--- config.mk ---
export PLATFORM = sky130hd
export DESIGN_NAME = load_store_unit_flat
export DESIGN_NICKNAME = d
export VERILOG_FILES = /design/src/rtl/load_store_unit_if.sv /design/src/rtl/load_store_unit.sv /design/src/flat_wrapper.sv
export SDC_FILE = /design/constraint.sdc
export NUM_CORES = 1
export LEC_CHECK = 0
export BUFFER_PORTS_ARGS = -buffer_cell sky130_fd_sc_hd__buf_2
export CAP_MARGIN = 20
export CORE_UTILIZATION = 45
export CTS_CLUSTER_DIAMETER = 120
export DETAILED_ROUTE_END_ITERATION = 10
export GPL_TIMING_DRIVEN = 0
export PLACE_DENSITY_LB_ADDON = 0.2
export SYNTH_ARGS = -nofsm -noshare
export SYNTH_HDL_FRONTEND = slang
export SYNTH_SLANG_ARGS = --single-unit
--- constraint.sdc ---
create_clock -name CLOCK_50 -period 4.51 [get_ports CLOCK_50]
set_clock_uncertainty 0.05 [all_clocks]
set_input_delay 1.1275 -clock CLOCK_50 [delete_from_list [all_inputs] [get_ports CLOCK_50]]
set_output_delay 1.1275 -clock CLOCK_50 [all_outputs]
set_load 0.01 [all_outputs]
--- src/rtl/load_store_unit_if.sv ---
// rtl/load_store_unit_if.sv - pipeline request/response and data_memory bus bundle for the load/store unit
interface load_store_unit_if #(
  parameter int RIDX_W = 5
);
  logic              LSU_req_valid;
  logic              LSU_req_ready;
  logic              LSU_req_store;
  logic [31:0]       LSU_base;
  logic [15:0]       LSU_offset;
  logic [31:0]       LSU_store_data;
  logic [RIDX_W-1:0] LSU_rd_idx;
  logic [15:0]       Mem_addr;
  logic [31:0]       Mem_wr_data;
  logic              CNTRL_write_en;
  logic [31:0]       Mem_data;
  logic              LSU_rsp_valid;
  logic              LSU_rsp_ready;
  logic [31:0]       LSU_rsp_data;
  logic [RIDX_W-1:0] LSU_rsp_rd_idx;
  logic              LSU_rsp_err;
  logic              LSU_busy;

  modport slave (
    input  LSU_req_valid, LSU_req_store, LSU_base, LSU_offset, LSU_store_data, LSU_rd_idx,
    input  Mem_data, LSU_rsp_ready,
    output LSU_req_ready, Mem_addr, Mem_wr_data, CNTRL_write_en,
    output LSU_rsp_valid, LSU_rsp_data, LSU_rsp_rd_idx, LSU_rsp_err, LSU_busy
  );

  modport master (
    output LSU_req_valid, LSU_req_store, LSU_base, LSU_offset, LSU_store_data, LSU_rd_idx,
    output Mem_data, LSU_rsp_ready,
    input  LSU_req_ready, Mem_addr, Mem_wr_data, CNTRL_write_en,
    input  LSU_rsp_valid, LSU_rsp_data, LSU_rsp_rd_idx, LSU_rsp_err, LSU_busy
  );
endinterface

--- src/rtl/load_store_unit.sv ---
// rtl/load_store_unit.sv - single-outstanding load/store unit driving a 64K-word data_memory
module load_store_unit #(
  parameter int RD_LATENCY = 1,
  parameter int RIDX_W     = 5
) (
  input  logic             CLOCK_50,
  input  logic             RESET_N,
  load_store_unit_if.slave lsu
);

  typedef enum logic [1:0] {IDLE, STORE, LOAD_WAIT, RESP} state_t;

  localparam logic [1:0] LAT = 2'(RD_LATENCY);

  state_t            state_q;
  logic              ready_q;
  logic              busy_q;
  logic              we_q;
  logic              rsp_valid_q;
  logic              rsp_err_q;
  logic [15:0]       addr_q;
  logic [31:0]       wdata_q;
  logic [31:0]       rsp_data_q;
  logic [RIDX_W-1:0] tag_q;
  logic [1:0]        cnt_q;

  logic [31:0]       ea_d;
  logic              ea_err_d;

  assign ea_d     = lsu.LSU_base + {{16{lsu.LSU_offset[15]}}, lsu.LSU_offset};
  assign ea_err_d = |ea_d[31:16];

  // ready_q is registered so it first rises on the edge after reset release
  always_ff @(posedge CLOCK_50 or negedge RESET_N) begin
    if (!RESET_N) begin
      state_q     <= IDLE;
      ready_q     <= 1'b0;
      busy_q      <= 1'b0;
      we_q        <= 1'b0;
      rsp_valid_q <= 1'b0;
      rsp_err_q   <= 1'b0;
      addr_q      <= '0;
      wdata_q     <= '0;
      rsp_data_q  <= '0;
      tag_q       <= '0;
      cnt_q       <= '0;
    end else begin
      case (state_q)
        IDLE: begin
          ready_q <= 1'b1;
          if (lsu.LSU_req_valid && ready_q) begin
            ready_q <= 1'b0;
            busy_q  <= 1'b1;
            tag_q   <= lsu.LSU_rd_idx;
            if (ea_err_d) begin
              state_q     <= RESP;
              rsp_valid_q <= 1'b1;
              rsp_err_q   <= 1'b1;
              rsp_data_q  <= '0;
            end else begin
              addr_q  <= ea_d[15:0];
              wdata_q <= lsu.LSU_store_data;
              if (lsu.LSU_req_store) begin
                state_q <= STORE;
                we_q    <= 1'b1;
              end else begin
                state_q <= LOAD_WAIT;
                cnt_q   <= LAT;
              end
            end
          end
        end
        STORE: begin
          we_q        <= 1'b0;
          state_q     <= RESP;
          rsp_valid_q <= 1'b1;
          rsp_err_q   <= 1'b0;
          rsp_data_q  <= '0;
        end
        LOAD_WAIT: begin
          if (cnt_q == 2'd1) begin
            cnt_q       <= '0;
            state_q     <= RESP;
            rsp_valid_q <= 1'b1;
            rsp_err_q   <= 1'b0;
            rsp_data_q  <= lsu.Mem_data;
          end else begin
            cnt_q <= cnt_q - 2'd1;
          end
        end
        RESP: begin
          if (lsu.LSU_rsp_ready) begin
            state_q     <= IDLE;
            rsp_valid_q <= 1'b0;
            busy_q      <= 1'b0;
            ready_q     <= 1'b1;
          end
        end
        default: state_q <= IDLE;
      endcase
    end
  end

  assign lsu.LSU_req_ready  = ready_q;
  assign lsu.LSU_busy       = busy_q;
  assign lsu.Mem_addr       = addr_q;
  assign lsu.Mem_wr_data    = wdata_q;
  assign lsu.CNTRL_write_en = we_q;
  assign lsu.LSU_rsp_valid  = rsp_valid_q;
  assign lsu.LSU_rsp_err    = rsp_err_q;
  assign lsu.LSU_rsp_data   = rsp_data_q;
  assign lsu.LSU_rsp_rd_idx = tag_q;

endmodule

--- src/flat_wrapper.sv ---
// flat-port wrapper written by rule: the top's interface ports become plain ports
module load_store_unit_flat 
#(
  parameter int RD_LATENCY = 1,
  parameter int RIDX_W     = 5
)
  (CLOCK_50, RESET_N, lsu_LSU_req_valid, lsu_LSU_req_store, lsu_LSU_base, lsu_LSU_offset, lsu_LSU_store_data, lsu_LSU_rd_idx, lsu_Mem_data, lsu_LSU_rsp_ready, lsu_LSU_req_ready, lsu_Mem_addr, lsu_Mem_wr_data, lsu_CNTRL_write_en, lsu_LSU_rsp_valid, lsu_LSU_rsp_data, lsu_LSU_rsp_rd_idx, lsu_LSU_rsp_err, lsu_LSU_busy);
  load_store_unit_if #(.RIDX_W(RIDX_W)) lsu_i ();
  input  logic CLOCK_50;
  input  logic RESET_N;
  input wire logic [$bits(lsu_i.LSU_req_valid)-1:0] lsu_LSU_req_valid;
  input wire logic [$bits(lsu_i.LSU_req_store)-1:0] lsu_LSU_req_store;
  input wire logic [$bits(lsu_i.LSU_base)-1:0] lsu_LSU_base;
  input wire logic [$bits(lsu_i.LSU_offset)-1:0] lsu_LSU_offset;
  input wire logic [$bits(lsu_i.LSU_store_data)-1:0] lsu_LSU_store_data;
  input wire logic [$bits(lsu_i.LSU_rd_idx)-1:0] lsu_LSU_rd_idx;
  input wire logic [$bits(lsu_i.Mem_data)-1:0] lsu_Mem_data;
  input wire logic [$bits(lsu_i.LSU_rsp_ready)-1:0] lsu_LSU_rsp_ready;
  output wire logic [$bits(lsu_i.LSU_req_ready)-1:0] lsu_LSU_req_ready;
  output wire logic [$bits(lsu_i.Mem_addr)-1:0] lsu_Mem_addr;
  output wire logic [$bits(lsu_i.Mem_wr_data)-1:0] lsu_Mem_wr_data;
  output wire logic [$bits(lsu_i.CNTRL_write_en)-1:0] lsu_CNTRL_write_en;
  output wire logic [$bits(lsu_i.LSU_rsp_valid)-1:0] lsu_LSU_rsp_valid;
  output wire logic [$bits(lsu_i.LSU_rsp_data)-1:0] lsu_LSU_rsp_data;
  output wire logic [$bits(lsu_i.LSU_rsp_rd_idx)-1:0] lsu_LSU_rsp_rd_idx;
  output wire logic [$bits(lsu_i.LSU_rsp_err)-1:0] lsu_LSU_rsp_err;
  output wire logic [$bits(lsu_i.LSU_busy)-1:0] lsu_LSU_busy;
  assign lsu_i.LSU_req_valid = lsu_LSU_req_valid;
  assign lsu_i.LSU_req_store = lsu_LSU_req_store;
  assign lsu_i.LSU_base = lsu_LSU_base;
  assign lsu_i.LSU_offset = lsu_LSU_offset;
  assign lsu_i.LSU_store_data = lsu_LSU_store_data;
  assign lsu_i.LSU_rd_idx = lsu_LSU_rd_idx;
  assign lsu_i.Mem_data = lsu_Mem_data;
  assign lsu_i.LSU_rsp_ready = lsu_LSU_rsp_ready;
  assign lsu_LSU_req_ready = lsu_i.LSU_req_ready;
  assign lsu_Mem_addr = lsu_i.Mem_addr;
  assign lsu_Mem_wr_data = lsu_i.Mem_wr_data;
  assign lsu_CNTRL_write_en = lsu_i.CNTRL_write_en;
  assign lsu_LSU_rsp_valid = lsu_i.LSU_rsp_valid;
  assign lsu_LSU_rsp_data = lsu_i.LSU_rsp_data;
  assign lsu_LSU_rsp_rd_idx = lsu_i.LSU_rsp_rd_idx;
  assign lsu_LSU_rsp_err = lsu_i.LSU_rsp_err;
  assign lsu_LSU_busy = lsu_i.LSU_busy;
  load_store_unit #(.RD_LATENCY(RD_LATENCY), .RIDX_W(RIDX_W)) u_core (.CLOCK_50(CLOCK_50), .RESET_N(RESET_N), .lsu(lsu_i));
endmodule
=== After elaboration in Yosys (flattened, before gate mapping) ===
Cells that the tools add are included.
Widths: inputs -> output; s select.

* Bitwise operators: 1
* Mux-type cells: 31
* Add/sub/neg operators: 2
* Equality and inequality tests: 11
* Reductions and logical operators: 16

{| class="wikitable"
|+ Operators by type and width
! operator !! number
|-
| $mux 32 || 3
|-
| $pmux 32 s3 || 1
|-
| $add 32x32->32 || 1
|-
| $mux 2 || 9
|-
| $reduce_and 4->1 || 4
|-
| $reduce_or 16->1 || 1
|-
| $mux 1 || 11
|-
| $reduce_and 3->1 || 3
|-
| $ne 2x2->1 const B || 4
|-
| $pmux 2 s4 || 1
|-
| $ne 2x1->1 const B || 3
|-
| $pmux 1 s2 || 3
|-
| $reduce_bool 2->1 || 3
|-
| $eq 2x1->1 const B || 2
|-
| $eq 2x2->1 const B || 2
|-
| $pmux 1 s4 || 1
|-
| $pmux 2 s2 || 1
|-
| $reduce_and 2->1 || 2
|-
| $pmux 1 s3 || 1
|-
| $reduce_bool 3->1 || 1
|-
| $logic_not 2->1 || 1
|-
| $sub 2x1->2 const B || 1
|-
| $logic_and 1x1->1 || 1
|-
| $not 1->1 || 1
|}

* Flip-flop bits (word level): 94
* Logic and storage cells: 72
* Input bits: 122

=== Depth between registers and ports, before layout ===
* Depth in word-level cells: 5
* Depth in mapped cells: 15

=== Worst setup path before layout ===
OpenSTA, ideal clock, no wires.

* Path type: input to register
* Start: in lsu_LSU_offset[0]
* End: reg u_core.wdata_q[10] (netlist: u_core.lsu.Mem_wr_data[10])
* Data required time: 4.335 ns
* Arrival: 4.105 ns
* Buffers on the path: 2
* Slack: 0.230 ns
* Stages on the path: 15
* Path through: ha_1 inv_1 fa_1 nand2b_1 a21oi_1 o21ai_0 a21oi_1 nor3_1 nor4_1 nand4_1 nor4_4 nand4_2 buf_6 buf_6 mux2_4

* Cells in the longest elaborated chain, start to end: 4

{| class="wikitable"
|+ RTL lines
! element !! RTL line !! source
|-
| start: declaration || flat_wrapper.sv:14 || <nowiki>input wire logic [$bits(lsu_i.LSU_offset)-1:0] lsu_LSU_offset;</nowiki>
|-
| $add 32x32->32 || load_store_unit.sv:30 || <nowiki>assign ea_d = lsu.LSU_base + {{16{lsu.LSU_offset[15]}}, lsu.LSU_offset};</nowiki>
|-
| $reduce_or 16->1 || load_store_unit.sv:31 || <nowiki>assign ea_err_d = |ea_d[31:16];</nowiki>
|-
| $not 1->1 (no source line) || - ||
|-
| $reduce_and 3->1 (no source line) || - ||
|-
| end signal: assignment || load_store_unit.sv:62 || <nowiki>wdata_q <= lsu.LSU_store_data;</nowiki>
|-
| end: declaration || load_store_unit.sv:22 || <nowiki>logic [31:0] wdata_q;</nowiki>
|}

Every way passes these cells.
A chain may end at the register's enable or synchronous reset.

=== Worst setup path after layout ===
* Start: in lsu_LSU_offset[15]
* End: reg u_core.rsp_data_q[26] (netlist: u_core.lsu.LSU_rsp_data[26])

* Cells in the longest elaborated chain, start to end: 4

{| class="wikitable"
|+ RTL lines
! element !! RTL line !! source
|-
| $add 32x32->32 || load_store_unit.sv:30 ||
|-
| $reduce_or 16->1 || load_store_unit.sv:31 ||
|-
| $ne 2x1->1 (no source line) || - ||
|-
| $reduce_and 4->1 (no source line) || - ||
|-
| end signal: assignment || load_store_unit.sv:86 || <nowiki>rsp_data_q <= lsu.Mem_data;</nowiki>
|-
| end: declaration || load_store_unit.sv:23 || <nowiki>logic [31:0] rsp_data_q;</nowiki>
|}

Every way passes these cells.

==> results.yml <==
run_status:
  status: "finished clean"
pwr:
  p_total_mw: 3.37
  peakVddDrop_mv: 0.236
  power_density_nw_per_um2: 437
  p_leak_nw: 4.16
clock_network:
  clkLatencyLatePin_ps: 330
  clk_pin_slew_ps: 60
  htree_levels: 3
  cts_tree: "built"
  cts_hold_buf: 0
  tritoncts.num_buffers: 9
  cts_buffer_depth: 2
  clockRootBuffer: "clkbuf_16"
  cts.sink_count: 94
sta:
  period_needed_ps: 4380
  hold_viol: 0
  grt_setup_unrepaired: "no"
  worst-slew-pin-transition_ps: 506
  drv_slew: 0
  fmax_mhz: 228
  setup_tns_ps: 0
  setup_viol: 0
  period_share: 0.971
  max_slew_margin: 0.663
logic_synthesis:
  syn_area_um2: 6030
  synth_cell_types: 66
  syn_inst: 610
  synth.area.top_cells: "dfrtp_1, ha_1, mux2i_1"
  ys_seq_elements: 94
  async_reset_ff_frac: 1.00
  syn_nets: 769
  synth-edff-count: 0
  yosysTopAreaCellShare: 0.390
  yosysWarningCount: 0
  synth.avg_cell_area_um2: 9.88
  ys.flop_type: "dfrtp_1"
  yosysSeqAreaShare: 0.390
  yosysTopAreaCell: "dfrtp_1"
global_routing:
  antenna_found_initial: 0
  grt_pass1_wl_mm: 25.8
  grt_pass1_vias: 5383
  grt_max_degree: 69
  globalRouteOverflowTotal: 0
  grt_use_total: 0.229
detailed_routing:
  dr_total_vias: 5445
  routedWlPerCell_um: 15.5
  dr.pass1.iters: 7
  antenna_left: 0
  first_iter_violations: 255
  wl_mm: 15.7
  viasPerCell: 5.37
  drc_errors: 0
floorplan:
  die_x_um: 118
  start_util: 0.470
  core_um2: 12800
  placementRows: 41
  dieArea_um2: 13900
  io_pins: 212
  fp.dieH_um: 118
finish:
  fillers: 1115
  antennaDiodeCount: 0
  utilization: 0.601
  layout_common_cells: "buf_2, dfrtp_1, nand2_1"
  drive_above_1_share: 0.363
  finalNetCount: 996
  regArea_um2: 2350
  final_common_cell: "buf_2"
  multi_input_area_um2: 3400
  syn2layout_area_growth_pct: 27.9
  layout.cells.non_filler: 1014
setup_path:
  startpoint_type: "input pin"
  cp-end-kind: "register"
  critical_path.max_fanout: 17
  crit_arrival_ps: 4580
  required_ps: 4710
  critPathKind: "input pin to register"
flow_run:
  drv_cap: 0
placed_design:
  dp_cells: 994
  gp_congestion: 0.874
  io_buffers: 211
  dp_hpwl_mm: 12.5
hold_path:
  min_path_type: "register to register"
## sequential cells by signal (all words and copies together), names as in the netlist
| register | flops |
|---|---|
| u_core.cnt_q | 2 |
| u_core.lsu.LSU_rsp_rd_idx | 5 |
| u_core.lsu.Mem_wr_data | 32 |
| u_core.lsu.LSU_req_ready | 1 |
| u_core.lsu.LSU_rsp_valid | 1 |
| u_core.lsu.Mem_addr | 16 |
| u_core.lsu.LSU_busy | 1 |
| u_core.lsu.LSU_rsp_err | 1 |
| u_core.lsu.CNTRL_write_en | 1 |
| u_core.lsu.LSU_rsp_data | 32 |
| u_core.state_q | 2 |
## metrics by stage
step	hold slack [ps]	setup WS, ps	instance area [um^2]
2_1_floorplan	466	230	6030
3_3_place_gp	415	-425	7300
3_5_place_dp	420	-474	7330
4_1_cts	444	24.0	7660
5_1_grt	464	17.8	7710
6_report	439	131	7710
## where the power goes
part | leakage (nW) | switching (mW) | total [mW] | internal [mW]
logic | 2.76 | 0.832 | 1.48 | 0.652
clock network | 0.142 | 0.306 | 0.751 | 0.445
registers | 1.26 | 0.103 | 1.14 | 1.04
## final timing paths
path                       slack [ps]                    from                     endpoint  depth (start not counted)
setup reg to reg                 2470       u_core.state_q[0]  u_core.lsu.LSU_rsp_data[26]                          7
setup / recovery                  130      lsu_LSU_offset[15]  u_core.lsu.LSU_rsp_data[26]                         13
hold / removal                    440  u_core.lsu.Mem_addr[4]       u_core.lsu.Mem_addr[4]                          1
max in group asynchronous        3100                 RESET_N      u_core.lsu.Mem_addr[11]                          2
hold reg to reg                   440  u_core.lsu.Mem_addr[4]       u_core.lsu.Mem_addr[4]                          1
min in group asynchronous         650                 RESET_N   u_core.lsu.LSU_rsp_data[8]                          1
## cell families after synthesis
kind of cell | after synthesis | share of synthesized area
AOI/OAI and AO/OA | 134 | 0.147
xor gates and xnor gates | 23 | 0.0334
adders and majority gates | 37 | 0.0780
buffers and inverters | 72 | 0.0533
DFF | 94 | 0.390
muxes | 89 | 0.170
and+or+nand+nor | 161 | 0.128
## what timing repair did
action / 4_1_cts / 5_1_grt
pin swaps: 1 / 3
gates resized for setup: 5 / 7
endpoints found under the hold margin: 0 / 0
endpoints found under the setup margin: 65 / 71
setup buffers: 1 / 3
## per-layer routing
metal  routed length (um)  up-vias  GRT usage
li1                     -     2621          -
met1                 6650     2629      0.275
met2                 8050      174      0.414
met3                  711       21     0.0359
met4                  314        0     0.0769
met5                    0        -          0
## layout make-up
class | instances | area share
multi-input combinational | 444 | 0.441
buffer | 20 | 0.0164
inverter | 52 | 0.0253
clock buffer | 11 | 0.0315
sequential | 94 | 0.305
clock inverter | 5 | 0.00763
timing repair buffer | 216 | 0.145
tap | 172 | 0.0279
## worst max-delay path: stages
cell      delay (ps)
buf_4            180
ha_1             410
a21oi_1          270
o21ai_0          180
a211oi_1         360
o311ai_2         200
nand2_1          110
xnor2_1           60
or4_4            510
or4_4            470
o21ai_4          250
buf_6            210
mux2i_1          220
## cell usage after synthesis (3+ instances only)
master	n
buf_2	5
nand3_1	7
o21ai_1	6
xor2_1	8
dfrtp_1	94
and2_1	3
and3_1	6
nor3_1	8
ha_1	36
o21bai_1	4
a311oi_1	3
or3_1	3
o21a_1	3
a31oi_1	4
a41o_1	3
and4_1	3
buf_6	6
clkbuf_1	9
inv_1	52
mux2_4	19
mux2_2	25
nor2_1	31
nor4_1	3
o21ai_0	21
a21oi_1	43
nand2_1	72
a211oi_1	4
nor2b_1	4
nand2b_1	6
xnor2_1	15
mux2i_1	37
mux2_1	8
o22ai_1	4
a21o_1	7
o211ai_1	4
nand4_1	6
Power figures use the tool's default switching activity.
